### src/rtl/deser_queue_top.sv
// Serial-to-parallel deserializer feeding an 8-entry byte FIFO, single clock domain.
// Optional macro DESER_MSB_FIRST_EN: store the first received bit at the word MSB (default: LSB first).
module deser_queue_top #(
  parameter int DATA_WIDTH = 8,
  parameter int DEPTH      = 8,
  parameter int LEN_WIDTH  = 4
) (
  input  logic                  clock,
  input  logic                  reset,
  input  logic                  data_in,
  input  logic                  write_in,
  output logic                  status_out,
  input  logic                  dequeue_in,
  output logic [LEN_WIDTH-1:0]  len_out,
  output logic [DATA_WIDTH-1:0] data_out
);

  localparam int PTR_W = (DEPTH > 1) ? $clog2(DEPTH) : 1;
  localparam int CNT_W = (DATA_WIDTH > 1) ? $clog2(DATA_WIDTH) : 1;

  typedef enum logic [1:0] {
    S_IDLE = 2'd0,
    S_RX   = 2'd1,
    S_PUSH = 2'd2,
    S_GAP  = 2'd3
  } state_t;

  state_t                 state_q, state_d;
  logic [CNT_W-1:0]       cnt_q, cnt_d;
  logic [DATA_WIDTH-1:0]  shift_q, shift_d;
  logic [PTR_W-1:0]       wr_ptr_q, wr_ptr_d;
  logic [PTR_W-1:0]       rd_ptr_q, rd_ptr_d;
  logic [LEN_WIDTH-1:0]   count_q, count_d;
  logic [DATA_WIDTH-1:0]  data_out_q, data_out_d;
  logic                   wr_prev_q, wr_prev_d;
  logic                   deq_prev_q, deq_prev_d;
  logic [DATA_WIDTH-1:0]  mem_q [DEPTH];

  logic wr_evt;
  logic deq_evt;
  logic pop;
  logic push;
  logic full;

  assign wr_evt  = write_in & ~wr_prev_q;
  assign deq_evt = dequeue_in & ~deq_prev_q;
  assign full    = (count_q == LEN_WIDTH'(DEPTH));
  assign pop     = deq_evt && (count_q != '0);

  // Deserializer FSM; S_IDLE only exists so status_out stays low through reset.
  always_comb begin
    state_d = state_q;
    cnt_d   = cnt_q;
    shift_d = shift_q;
    push    = 1'b0;
    case (state_q)
      S_IDLE: state_d = S_RX;
      S_RX: begin
        if (wr_evt) begin
`ifdef DESER_MSB_FIRST_EN
          shift_d = {shift_q[DATA_WIDTH-2:0], data_in};
`else
          shift_d[cnt_q] = data_in;
`endif
          cnt_d = cnt_q + CNT_W'(1);
          if (cnt_q == CNT_W'(DATA_WIDTH - 1)) begin
            state_d = S_PUSH;
          end
        end
      end
      S_PUSH: begin
        // A pop in the same cycle frees a slot even when full.
        if (!full || pop) begin
          push    = 1'b1;
          cnt_d   = '0;
          state_d = S_GAP;
        end
      end
      S_GAP:   state_d = S_RX;
      default: state_d = S_IDLE;
    endcase
  end

  always_comb begin
    wr_prev_d  = write_in;
    deq_prev_d = dequeue_in;
    wr_ptr_d   = wr_ptr_q;
    rd_ptr_d   = rd_ptr_q;
    count_d    = count_q;
    data_out_d = data_out_q;
    if (push) begin
      wr_ptr_d = wr_ptr_q + PTR_W'(1);
    end
    if (pop) begin
      rd_ptr_d   = rd_ptr_q + PTR_W'(1);
      data_out_d = mem_q[rd_ptr_q];
    end
    case ({push, pop})
      2'b10:   count_d = count_q + LEN_WIDTH'(1);
      2'b01:   count_d = count_q - LEN_WIDTH'(1);
      default: count_d = count_q;
    endcase
  end

  always_ff @(posedge clock) begin
    if (reset) begin
      state_q    <= S_IDLE;
      cnt_q      <= '0;
      shift_q    <= '0;
      wr_ptr_q   <= '0;
      rd_ptr_q   <= '0;
      count_q    <= '0;
      data_out_q <= '0;
      wr_prev_q  <= 1'b0;
      deq_prev_q <= 1'b0;
    end else begin
      state_q    <= state_d;
      cnt_q      <= cnt_d;
      shift_q    <= shift_d;
      wr_ptr_q   <= wr_ptr_d;
      rd_ptr_q   <= rd_ptr_d;
      count_q    <= count_d;
      data_out_q <= data_out_d;
      wr_prev_q  <= wr_prev_d;
      deq_prev_q <= deq_prev_d;
    end
  end

  // Storage is not reset; the pointers alone define which entries are valid.
  always_ff @(posedge clock) begin
    if (push) begin
      mem_q[wr_ptr_q] <= shift_q;
    end
  end

  assign status_out = (state_q == S_RX);
  assign len_out    = count_q;
  assign data_out   = data_out_q;

endmodule

### config.mk
export PLATFORM = sky130hd
export DESIGN_NAME = deser_queue_top
export DESIGN_NICKNAME = d
export VERILOG_FILES = /design/src/rtl/deser_queue_top.sv
export SDC_FILE = /design/constraint.sdc
export NUM_CORES = 1
export LEC_CHECK = 0
export BUFFER_PORTS_ARGS = -buffer_cell sky130_fd_sc_hd__clkbuf_2
export CORE_MARGIN = 4
export CORE_UTILIZATION = 55
export DETAILED_ROUTE_END_ITERATION = 10
export GPL_ROUTABILITY_DRIVEN = 0
export PLACE_DENSITY = 0.77
export SLEW_MARGIN = 20
export SYNTH_ARGS = -nofsm -noshare
export SYNTH_HDL_FRONTEND = slang
export SYNTH_SLANG_ARGS = --single-unit
### constraint.sdc
create_clock -name clock -period 3.2 [get_ports clock]
set_input_delay 0.48 -clock clock [delete_from_list [all_inputs] [get_ports clock]]
set_output_delay 0.48 -clock clock [all_outputs]
set_load 0.005 [all_outputs]
* Word-level counts from Yosys, hierarchy flattened
Memory sizes are Yosys's and may differ from the RTL's. A register that Yosys moved wholly into a read port is not among the register bits. Index checks and enable logic that the tools add are counted.
Operators by class: add/subtract/negate cells 5, order comparisons 2, bitwise operators 4, equal/unequal tests 10, muxes and demuxes 15, reduce and logical (&&, ||, !) cells 12
Operator list (count):
- 3-bit by 1-bit adder with 3-bit output (second input constant) | 3
- 8-bit bitwise mux | 1
- 4-bit one-hot mux with 2 select lines | 1
- 2-bit == test (second input constant) | 3
- 2-bit two-way mux | 3
- 3-bit two-way mux | 2
- 2-bit one-hot mux with 3 select lines | 1
- 3-bit one-hot mux with 2 select lines | 1
- 3-bit AND reduction | 2
- 1-bit two-way mux | 5
- 4-bit by 1-bit adder with 4-bit output (second input constant) | 1
- 2-bit by 1-bit == test with 1-bit output (second input constant) | 2
- 4-bit == test (second input constant) | 1
- 3-bit by 4-bit < comparator with 1-bit output (second input constant) | 1
- 2-bit by 1-bit inequality test with 1-bit output (second input constant) | 2
- 2-bit nonzero test | 2
- 4-bit nonzero test | 1
- 4-bit by 1-bit subtractor with 4-bit output (second input constant) | 1
- 1-bit demux with 3-bit select | 1
- 3-bit == test (second input constant) | 1
- 3-bit by 1-bit >= comparator with 1-bit output (second input constant) | 1
- 1-bit bitwise AND | 2
- 1-bit logical AND | 2
- 2-bit zero test | 1
- other kinds (6) | 7
Word-level totals: register bits after elaboration 25, memories 1, input bits 5, bits in writable memories 64, output and inout port bits 13
Memory list:
- mem_q | words 8, bits a word 8, rd ports 1, clocked after Yosys merged registers in 1, write ports 1, RTL line 37 | logic [DATA_WIDTH-1:0] mem_q [DEPTH];

* Logic depth before layout (Yosys ltp)
Gate-level depths: netlist (run 1).
depth after elaboration 8, depth in mapped cells 11, depth with buffers taken out 10

* Least setup slack after synthesis (run 1)
No wires, ideal clock.
path type register to register, start register count_q[3] (netlist: len_out[3]), end register count_q[3] (netlist: len_out[3]), library setup time 0.149 ns, setup slack 0.493 ns, arrival time 2.558 ns, period minus slack after synthesis 2.707 ns, required time 3.051 ns, cell stages (with the launch flop) 12, cells stage by stage dfxtp_1 or4_4 and2_1 buf_6 buf_12 nand2_1 inv_1 ha_1 nand3_1 and4b_1 a2111oi_0 o311ai_0
On the way: word-level cells in the longest chain between the ends 7, elaborated cells between the ends (all ways) 13, those cells by class add/sub (2); eq/ne (3); mux (3); reduce/logical (5)
RTL lines:
- from (decl) | RTL line 33 | logic [LEN_WIDTH-1:0] count_q, count_d;
- from (signal assigned) | RTL line 122 | count_q <= count_d;
- 4-bit == test / 4-bit nonzero test (equally long branches) | RTL line 47, 48
- 1-bit zero test / 1-bit logical AND (equally long branches) | RTL line 73, 48
- 1-bit logical OR | RTL line 73 | if (!full || pop) begin
- 1-bit two-way mux | RTL line 73
- 1-bit two-way mux | RTL line 56 | case (state_q)
- 2-bit by 1-bit == test with 1-bit output / 2-bit == test (equally long branches) | RTL line 98 | case ({push, pop})
- 4-bit one-hot mux with 2 select lines / 2-bit nonzero test (equally long branches)
Parallel ways exist; a longest one is shown, timed or not. A chain may end at the register's enable or synchronous reset.

* Worst setup path after layout (run 1)
Ends and elaborated chain as after synthesis.

==> results of run 1 <==
Yosys cell counts (2+ instances only):
| cell | n | area share |
|---|---|---|
| nor2b_1 | 3 | 0.0045 |
| dfxtp_1 | 33 | 0.16 |
| nand2_1 | 13 | 0.012 |
| o21ai_0 | 6 | 0.0072 |
| nand3_1 | 5 | 0.0060 |
| nor3_1 | 9 | 0.011 |
| ha_1 | 9 | 0.027 |
| a21oi_1 | 6 | 0.0072 |
| nor2_1 | 31 | 0.028 |
| a211oi_2 | 8 | 0.024 |
| nand4_1 | 2 | 0.0030 |
| buf_2 | 3 | 0.0036 |
| a22o_1 | 2 | 0.0042 |
| mux2_2 | 4 | 0.011 |
| nor3b_1 | 3 | 0.0054 |
| mux4_2 | 16 | 0.087 |
| nand2b_1 | 2 | 0.0030 |
| buf_1 | 3 | 0.0027 |
| edfxtp_1 | 64 | 0.46 |
| xnor2_1 | 2 | 0.0042 |
| mux2i_1 | 16 | 0.038 |
| xor2_1 | 2 | 0.0042 |
| clkbuf_1 | 10 | 0.0090 |
| nand3b_1 | 4 | 0.0072 |
| inv_1 | 7 | 0.0063 |
| nor4_1 | 5 | 0.0075 |
cell type report:
| class | count | share of cell area |
|---|---|---|
| multi-input combinational | 169 | 0.318 |
| clock buffer | 9 | 0.0273 |
| sequential | 97 | 0.568 |
| tap | 99 | 0.0273 |
| inverter | 7 | 0.00578 |
| clock inverter | 7 | 0.0129 |
| timing repair buffer | 30 | 0.0402 |
sequential cells by signal, indices dropped and copies added (netlist names):
| signal | cells |
|---|---|
| cnt_q | 3 |
| data_out | 8 |
| deq_prev_q | 1 |
| len_out | 4 |
| mem_q | 64 |
| rd_ptr_q | 3 |
| shift_q | 8 |
| state_q | 2 |
| wr_prev_q | 1 |
| wr_ptr_q | 3 |
through the flow:
| step | util | instance area, sq um | setup WS, ns | instances |
|---|---|---|---|---|
| after floorplan | - | 4160 | 0.493 | 293 |
| after global placement | 0.598 | 4360 | 0.666 | 402 |
| after detailed placement | 0.598 | 4360 | 0.486 | 402 |
| after CTS | 0.623 | 4540 | 0.472 | 418 |
| after global routing | 0.623 | 4540 | 0.271 | 418 |
| final | 0.623 | 4540 | 0.464 | 418 |
per-layer routing:
metal | wire length [um] | global-route usage | vias up | share of wire
met5 | 0 | 0 | - | 0
met4 | 82 | 0.0661 | 0 | 0.012
met3 | 272 | 0.0414 | 7 | 0.039
met2 | 3460 | 0.281 | 42 | 0.50
met1 | 3110 | 0.230 | 1190 | 0.45
li1 | - | - | 1151 | -
worst paths after layout:
path / cells past startpoint / end / slack, ns / startpoint
worst max-delay path: 9 / len_out[3] / 0.46 / len_out[3]
worst min register to register: 2 / data_out[6] / 0.54 / data_out[6]
worst min-delay path: 2 / deq_prev_q / 0.39 / dequeue_in
worst max register to register: 9 / len_out[3] / 0.46 / len_out[3]
where the power goes:
| part | switching [W] | internal (W) | total, W |
|---|---|---|---|
| sequential | 0.000101 | 0.00144 | 0.00154 |
| combinational | 0.000451 | 0.000409 | 0.000859 |
| clock | 0.000438 | 0.000296 | 0.000734 |
logic make-up after synthesis:
logic type	after synthesis
flip-flops	97
buffers and inverters	27
XOR/XNOR	4
multiplexers	36
AND/OR/NAND/NOR	87
AO/OA/AOI/OAI	32
adder cells (fa/ha/maj)	10
==> impl_metrics.csv, run 1 <==
group,metric,value,unit
global_routing,grt_pass1_vias,2325,
timing,post-route-period-util,0.855,
cells_and_area,regArea,2580,sq um
route,vias,2390,
power,powerDensity,690,nW/um^2
global_routing,grt_max_degree,29,
clocking,cts_buffer_depth,2,
clocking,cts.sinks,97,
floorplanning,core-area,7290,sq um
synth,syn-cell-area,4160,sq um
critical_path,required,3.41,ns
power,fin_total_pwr,0.00314,W
global_routing,grt-ovfl-total,0,
route,final_antenna_net_count,0,
clocking,insertion_delay,0.36,ns
critical_path,crit_fanout,10,
critical_path,slowest_stage,"or4_4",
floorplanning,dieArea,9020,sq um
clocking,ctsHoldBuffers,0,
cells_and_area,final_common_cell,"edfxtp_1",
cells_and_area,area_growth,9.17,%
timing,rsz0062_at_grt,"false",
synth,synth_simple_gate_area_share,0.108,
critical_path,endpoint_kind,"register",
clocking,cts_max_level,3,
timing,maxSlewViolCount,0,
route,dr.pass1.iters,4,
timing,fin_skew,0.0120,ns
timing,timing.hold.ws,0.389,ns
power,max-vdd-ir-drop,349,uV
clocking,cts_root_buf,"clkbuf_8",
route,wl_per_cell,16.6,um
critical_path,cp_top_family,"simple AND/OR/NAND/NOR gates",
power,p_leak,1.63,nW
place,port_buffers,17,
global_routing,grt.total_usage,0.175,
synth,synth_top_family_by_area,"multiplexers",
timing,maxSlewHeadroom,0.462,
place,hpwl,4910,um
critical_path,worst-setup-path-type,"register to register",
synth,synth_seq_cells,97,
status,outcome,"complete, no violations",
global_routing,grt_pass1_wl,11800,um
cells_and_area,drive_gt1_frac,0.251,
synth,syn_nets,308,
route,route.detailed.drc,0,
synth,synth_adder_area_share,0.0319,
route,vias_per_cell,5.72,
clocking,clkTransAtPathRegs,0.09,ns
synth,synth-compound-area-share,0.0637,
clocking,tritoncts,"yes",
route,drtIter0Drc,100,
synth,synthDistinctLibCells,51,
timing,finalSetupViolations,0,
cells_and_area,num_antenna_cells,0,
global_routing,antenna_found_initial,0,
synth,synth_edf_count,64,
synth,synthXorXnorAreaFrac,0.00842,
clocking,post_cts_buffers,0,
critical_path,max_stage_delay,0.60,ns
route,wirelength,6920,um
timing,hold_viol,0,
synth,ys.flop_type,"edfxtp_1",
synth,yosys_warnings,0,
clocking,cts_buffers,9,
cells_and_area,fillers,569,
critical_path,cp_num_buf_inv,1,
floorplanning,num_rows,31,
critical_path,startpoint_type,"register",
synth,synthCells,293,
timing,min_period,2.74,ns
floorplanning,start_util,0.571,
timing,worst_pin_slew,0.806,ns
synth,ys_seq_area_frac,0.620,
synth,synth.avg_cell_area,14.2,sq um
critical_path,critPathArrivalTime,2.95,ns
hold_path,hold_class,"input port to register",
floorplanning,die_w,95.0,um
critical_path,timing.critical_path.mode_cell,"nand2_1",
clocking,postCtsResizedCells,0,
cells_and_area,final_cell_mix,"edfxtp_1 (64), dfxtp_1 (33), nor2_1 (31)",
floorplanning,die_h,95.0,um
floorplanning,io_pins,18,
timing,fmax,365,MHz
critical_path,crit_chain,"or4_4 -> and2_1 -> nand2_1 -> inv_1 -> ha_1 -> a21oi_1 -> nand2_1 -> a2111oi_0 -> o311ai_0",
synth,synthMuxAreaShare,0.136,
cells_and_area,fin_nets,329,
synth,async_reset_ff_frac,0,
timing,setup_tns,0,ns
cells_and_area,multi_input_area,1450,sq um
job,drv_cap,0,
(Power assumes the default switching activity.)
==> inputs of run 2 (changes only) <==
--- a/config.mk
+++ b/config.mk
@@ -6,7 +6,7 @@
 export NUM_CORES = 1
 export LEC_CHECK = 0
 export BUFFER_PORTS_ARGS = -buffer_cell sky130_fd_sc_hd__clkbuf_2
-export CORE_MARGIN = 4
+export CORE_MARGIN = 1.5
 export CORE_UTILIZATION = 55
 export DETAILED_ROUTE_END_ITERATION = 10
 export GPL_ROUTABILITY_DRIVEN = 0
==> impl_metrics.csv, run 2 (synthesis gave the netlist of run 1 again) <==
group,metric,value,unit
clocking,post_cts_buffers,0,
status,outcome,"complete, no violations",
global_routing,grt.busiest_layer,"met2",
job,drv_cap,0,
clocking,clkTransAtPathRegs,0.08,ns
route,final_antenna_net_count,0,
timing,maxSlewViolCount,0,
timing,min_period,2.69,ns
critical_path,reg2reg_depth,9,
floorplanning,start_util,0.571,
cells_and_area,largest-register,"mem_q",
hold_path,hold_depth,2,
place,port_buffers,17,
timing,timing.hold.ws,0.385,ns
timing,worst_pin_slew,0.812,ns
hold_path,hold_class,"input port to register",
clocking,cts_max_level,3,
route,vias,2392,
route,dr.pass1.iters,4,
power,powerDensity,699,nW/um^2
global_routing,antenna_found_initial,0,
floorplanning,num_rows,31,
timing,finalSetupViolations,0,
route,wirelength,7300,um
timing,setup_tns,0,ns
critical_path,worst-setup-path-type,"register to register",
hold_path,whs_endpoint,"deq_prev_q",
route,vias_per_cell,5.70,
power,fin_total_pwr,0.00319,W
global_routing,use_met3,0.0330,
timing,fin_skew,0.0123,ns
cells_and_area,drive_gt1_frac,0.249,
clocking,cts_buffer_depth,2,
cells_and_area,num_antenna_cells,0,
cells_and_area,area_growth,9.77,%
clocking,postCtsResizedCells,0,
clocking,tritoncts,"yes",
power,max-vdd-ir-drop,300,uV
global_routing,grt-ovfl-total,0,
timing,fmax,372,MHz
floorplanning,core-area,7290,sq um
critical_path,crit_fanout,10,
clocking,cts_root_buf,"clkbuf_8",
critical_path,rrSetupSlack,0.51,ns
cells_and_area,fin_nets,331,
timing,post-route-period-util,0.841,
cells_and_area,largest_reg_flops,64,
global_routing,grt_max_degree,22,
route,wl_per_cell,17.4,um
global_routing,use_met1,0.255,
global_routing,grt.total_usage,0.194,
floorplanning,io_pins,18,
critical_path,rr_startpoint,"len_out[3]",
global_routing,grt_pass1_wl,12000,um
floorplanning,die_h,90.0,um
cells_and_area,final_cell_mix,"edfxtp_1 (64), dfxtp_1 (33), nor2_1 (31)",
place,hpwl,5030,um
timing,rsz0062_at_grt,"false",
clocking,cts.sinks,97,
clocking,insertion_delay,0.35,ns
floorplanning,die_w,90.0,um
cells_and_area,utilization,0.627,
critical_path,endpoint_kind,"register",
cells_and_area,final_common_cell,"edfxtp_1",
hold_path,worstHoldStart,"dequeue_in",
global_routing,grt_pass1_vias,2405,
timing,hold_viol,0,
power,p_leak,1.65,nW
global_routing,gr-usage-met2,0.321,
critical_path,startpoint_type,"register",
critical_path,critPathArrivalTime,2.88,ns
critical_path,required,3.39,ns
floorplanning,dieArea,8100,sq um
route,route.detailed.drc,0,
clocking,cts_buffers,9,
route,drtIter0Drc,163,
timing,maxSlewHeadroom,0.458,
clocking,ctsHoldBuffers,0,
critical_path,reg2reg_to,"len_out[3]",
-- run 2: cell count changes in the layout (fill, tap and decap cells not counted) --
cell	previous run	this run
buf_4	13	15
inv_8	1	0
bufinv_16	0	1
clkinv_1	0	2
inv_6	3	1
clkinvlp_4	1	0
clkinv_4	1	2
-- run 2: stage by stage --
step	std cells	cell area (sq um)	setup slack, ns
2_1_floorplan	293	4160	0.493
3_3_place_gp	404	4380	0.660
3_5_place_dp	404	4380	0.527
4_1_cts	420	4570	0.510
5_1_grt	420	4570	0.268
6_report	420	4570	0.508
-- run 2: how the worst max path moves through the flow --
| stage | cells past startpoint | start | end | slack, ns |
|---|---|---|---|---|
| final | 9 | len_out[3] | len_out[3] | 0.51 |
| after global routing | 9 | len_out[3] | len_out[3] | 0.27 |
| after CTS | 9 | len_out[3] | len_out[3] | 0.51 |
| after detailed placement | 9 | len_out[3] | len_out[3] | 0.53 |
| after global placement | 9 | len_out[3] | len_out[3] | 0.66 |
| after floorplan | 11 | len_out[3] | len_out[3] | 0.49 |
-- run 2: report_power, final --
| part | leakage (nW) | switching [W] | internal (W) |
|---|---|---|---|
| combinational | 0.641 | 0.000464 | 0.000418 |
| clock | 0.0987 | 0.000407 | 0.000360 |
| sequential | 0.910 | 0.000102 | 0.00144 |
| total | 1.65 | 0.000973 | 0.00222 |
-- run 2: cell type report --
class	instances	area, sq um
multi-input combinational	169	1450
fill	545	2720
clock buffer	9	124
timing repair buffer	32	198
sequential	97	2580
tap	99	124
inverter	7	26.3
clock inverter	7	68.8
-- run 2: per-layer routing --
metal,vias to the layer above,wire (um)
met2,57,3610
met3,7,253
met4,0,97
li1,1159,-
met5,-,0
met1,1169,3330
-- run 2: worst max-delay path, cell delays in order (launching register included) --
cell	delay [ns]
dfxtp_1	0.40
or4_4	0.60
and2_1	0.19
nand2_1	0.11
inv_1	0.07
ha_1	0.32
nand3_1	0.10
and4b_1	0.19
a2111oi_0	0.34
o311ai_0	0.22
==> inputs of run 3 (changes only) <==
==> constraint.sdc (replaced) <==
create_clock -name clock -period 2.55 [get_ports clock]
set_input_delay 0.3825 -clock clock [delete_from_list [all_inputs] [get_ports clock]]
set_output_delay 0.3825 -clock clock [all_outputs]
set_load 0.005 [all_outputs]
==> impl_metrics.csv, run 3 (synthesis gave the netlist of run 1 again) <==
group,metric,value,unit
status,outcome,"complete, no violations",
cells_and_area,fillers,549,
power,fin_total_pwr,0.00425,W
clocking,tritoncts,"yes",
timing,setup_tns,0,ns
timing,maxSlewHeadroom,0.343,
clocking,cts_root_buf,"clkbuf_8",
route,final_antenna_net_count,0,
route,drtIter0Drc,183,
timing,post-route-period-util,0.946,
place,placedCellCount,411,
cells_and_area,drive_gt1_frac,0.284,
global_routing,antenna_found_initial,0,
floorplanning,start_util,0.571,
cells_and_area,fin_nets,338,
timing,worst_pin_slew,0.978,ns
cells_and_area,final_cell_mix,"edfxtp_1 (64), dfxtp_1 (32), nor2_1 (31)",
route,wirelength,7450,um
critical_path,critPathArrivalTime,2.62,ns
timing,rsz0062_at_grt,"false",
timing,min_period,2.41,ns
timing,fin_ws,0.138,ns
clocking,cts_buffers,9,
critical_path,crit_chain,"or4_4 -> and2_1 -> nand2_2 -> inv_2 -> ha_4 -> a21oi_2 -> nand2_1 -> a2111oi_1 -> o311ai_0",
route,vias,2453,
critical_path,cp_top_family,"simple AND/OR/NAND/NOR gates",
critical_path,startpoint_type,"register",
timing,maxSlewViolCount,0,
place,post-place-ws,0.141,ns
critical_path,rr_startpoint,"len_out[0]",
timing,fin_skew,0.0182,ns
floorplanning,die_w,90.0,um
global_routing,grt.total_usage,0.197,
power,max-vdd-ir-drop,562,uV
clocking,cts_max_level,3,
global_routing,grt_pass1_vias,2397,
route,vias_per_cell,5.74,
cells_and_area,num_antenna_cells,0,
clocking,ctsHoldBuffers,0,
global_routing,grt-ovfl-total,0,
floorplanning,num_rows,31,
clocking,insertion_delay,0.36,ns
critical_path,worstSetupStartpoint,"len_out[0]",
route,route.detailed.drc,0,
cells_and_area,largest-register,"mem_q",
critical_path,slowest_stage,"or4_4",
critical_path,crit_fanout,5,
clocking,clkTransAtPathRegs,0.09,ns
hold_path,hold_class,"input port to register",
power,p_leak,1.69,nW
timing,fmax,415,MHz
timing,timing.hold.ws,0.246,ns
floorplanning,dieArea,8100,sq um
hold_path,worstHoldStart,"reset",
job,drv_cap,0,
power,powerDensity,908,nW/um^2
critical_path,cp_num_buf_inv,1,
place,hpwl,5080,um
floorplanning,core-area,7290,sq um
cells_and_area,area_growth,12.5,%
critical_path,worst-setup-path-type,"register to register",
floorplanning,io_pins,18,
cells_and_area,final_common_cell,"edfxtp_1",
global_routing,grt_pass1_wl,12300,um
clocking,cts_buffer_depth,2,
timing,finalSetupViolations,0,
global_routing,grt_max_degree,25,
floorplanning,die_h,90.0,um
critical_path,required,2.76,ns
clocking,cts.sinks,97,
route,wl_per_cell,17.4,um
cells_and_area,fin_cells,427,
critical_path,endpoint_kind,"register",
critical_path,max_stage_delay,0.56,ns
place,port_buffers,17,
cells_and_area,largest_reg_flops,64,
route,dr.pass1.iters,4,
timing,hold_viol,0,
## run 3: cell count changes in the layout (fill, tap and decap cells not counted), moves of 2 or more
cell	previous run	this run
buf_4	15	22
clkinv_4	2	0
clkinv_1	2	0
clkbuf_16	0	2
## run 3: routing by layer
metal / track usage / routed length (um)
met5: 0 / 0
met4: 0.0529 / 56
met3: 0.0609 / 404
met2: 0.316 / 3640
met1: 0.264 / 3350
## run 3: cell type report
cell class              count  area (sq um)  area share
well taps                  99           124      0.0264
repair buffers             39           250      0.0534
multi-input cells         169          1470       0.313
flip-flops and latches     97          2580       0.552
clock buffers              12           178      0.0379
inverters                   7          26.3     0.00561
clock inverters             4          55.1      0.0118
## run 3: repair_timing
item	4_1_cts	5_1_grt
resized for setup	0	1
setup endpoints to repair	0	1
setup buffers	0	0
## run 3: worst paths after layout
check	slack, ns	cells after the start	end
worst max register to register	0.14	9	len_out[3]
worst max-delay path	0.14	9	len_out[3]
worst min register to register	0.54	2	data_out[7]
worst min-delay path	0.25	2	deq_prev_q
## run 3: per-stage QoR
stage | cell area (sq um) | utilization
detailed placement | 4450 | 0.610
global placement | 4450 | 0.610
finish | 4680 | 0.642
floorplan | 4180 | -
CTS | 4680 | 0.642
global route | 4680 | 0.642
## run 3: report_power, final
| part | total (W) | internal (W) | switching [W] | leakage [nW] |
|---|---|---|---|---|
| combinational | 0.00124 | 0.000593 | 0.000652 | 0.673 |
| sequential | 0.00190 | 0.00181 | 0.0000942 | 0.906 |
| clock | 0.00110 | 0.000580 | 0.000523 | 0.114 |
| total | 0.00425 | 0.00298 | 0.00127 | 1.69 |
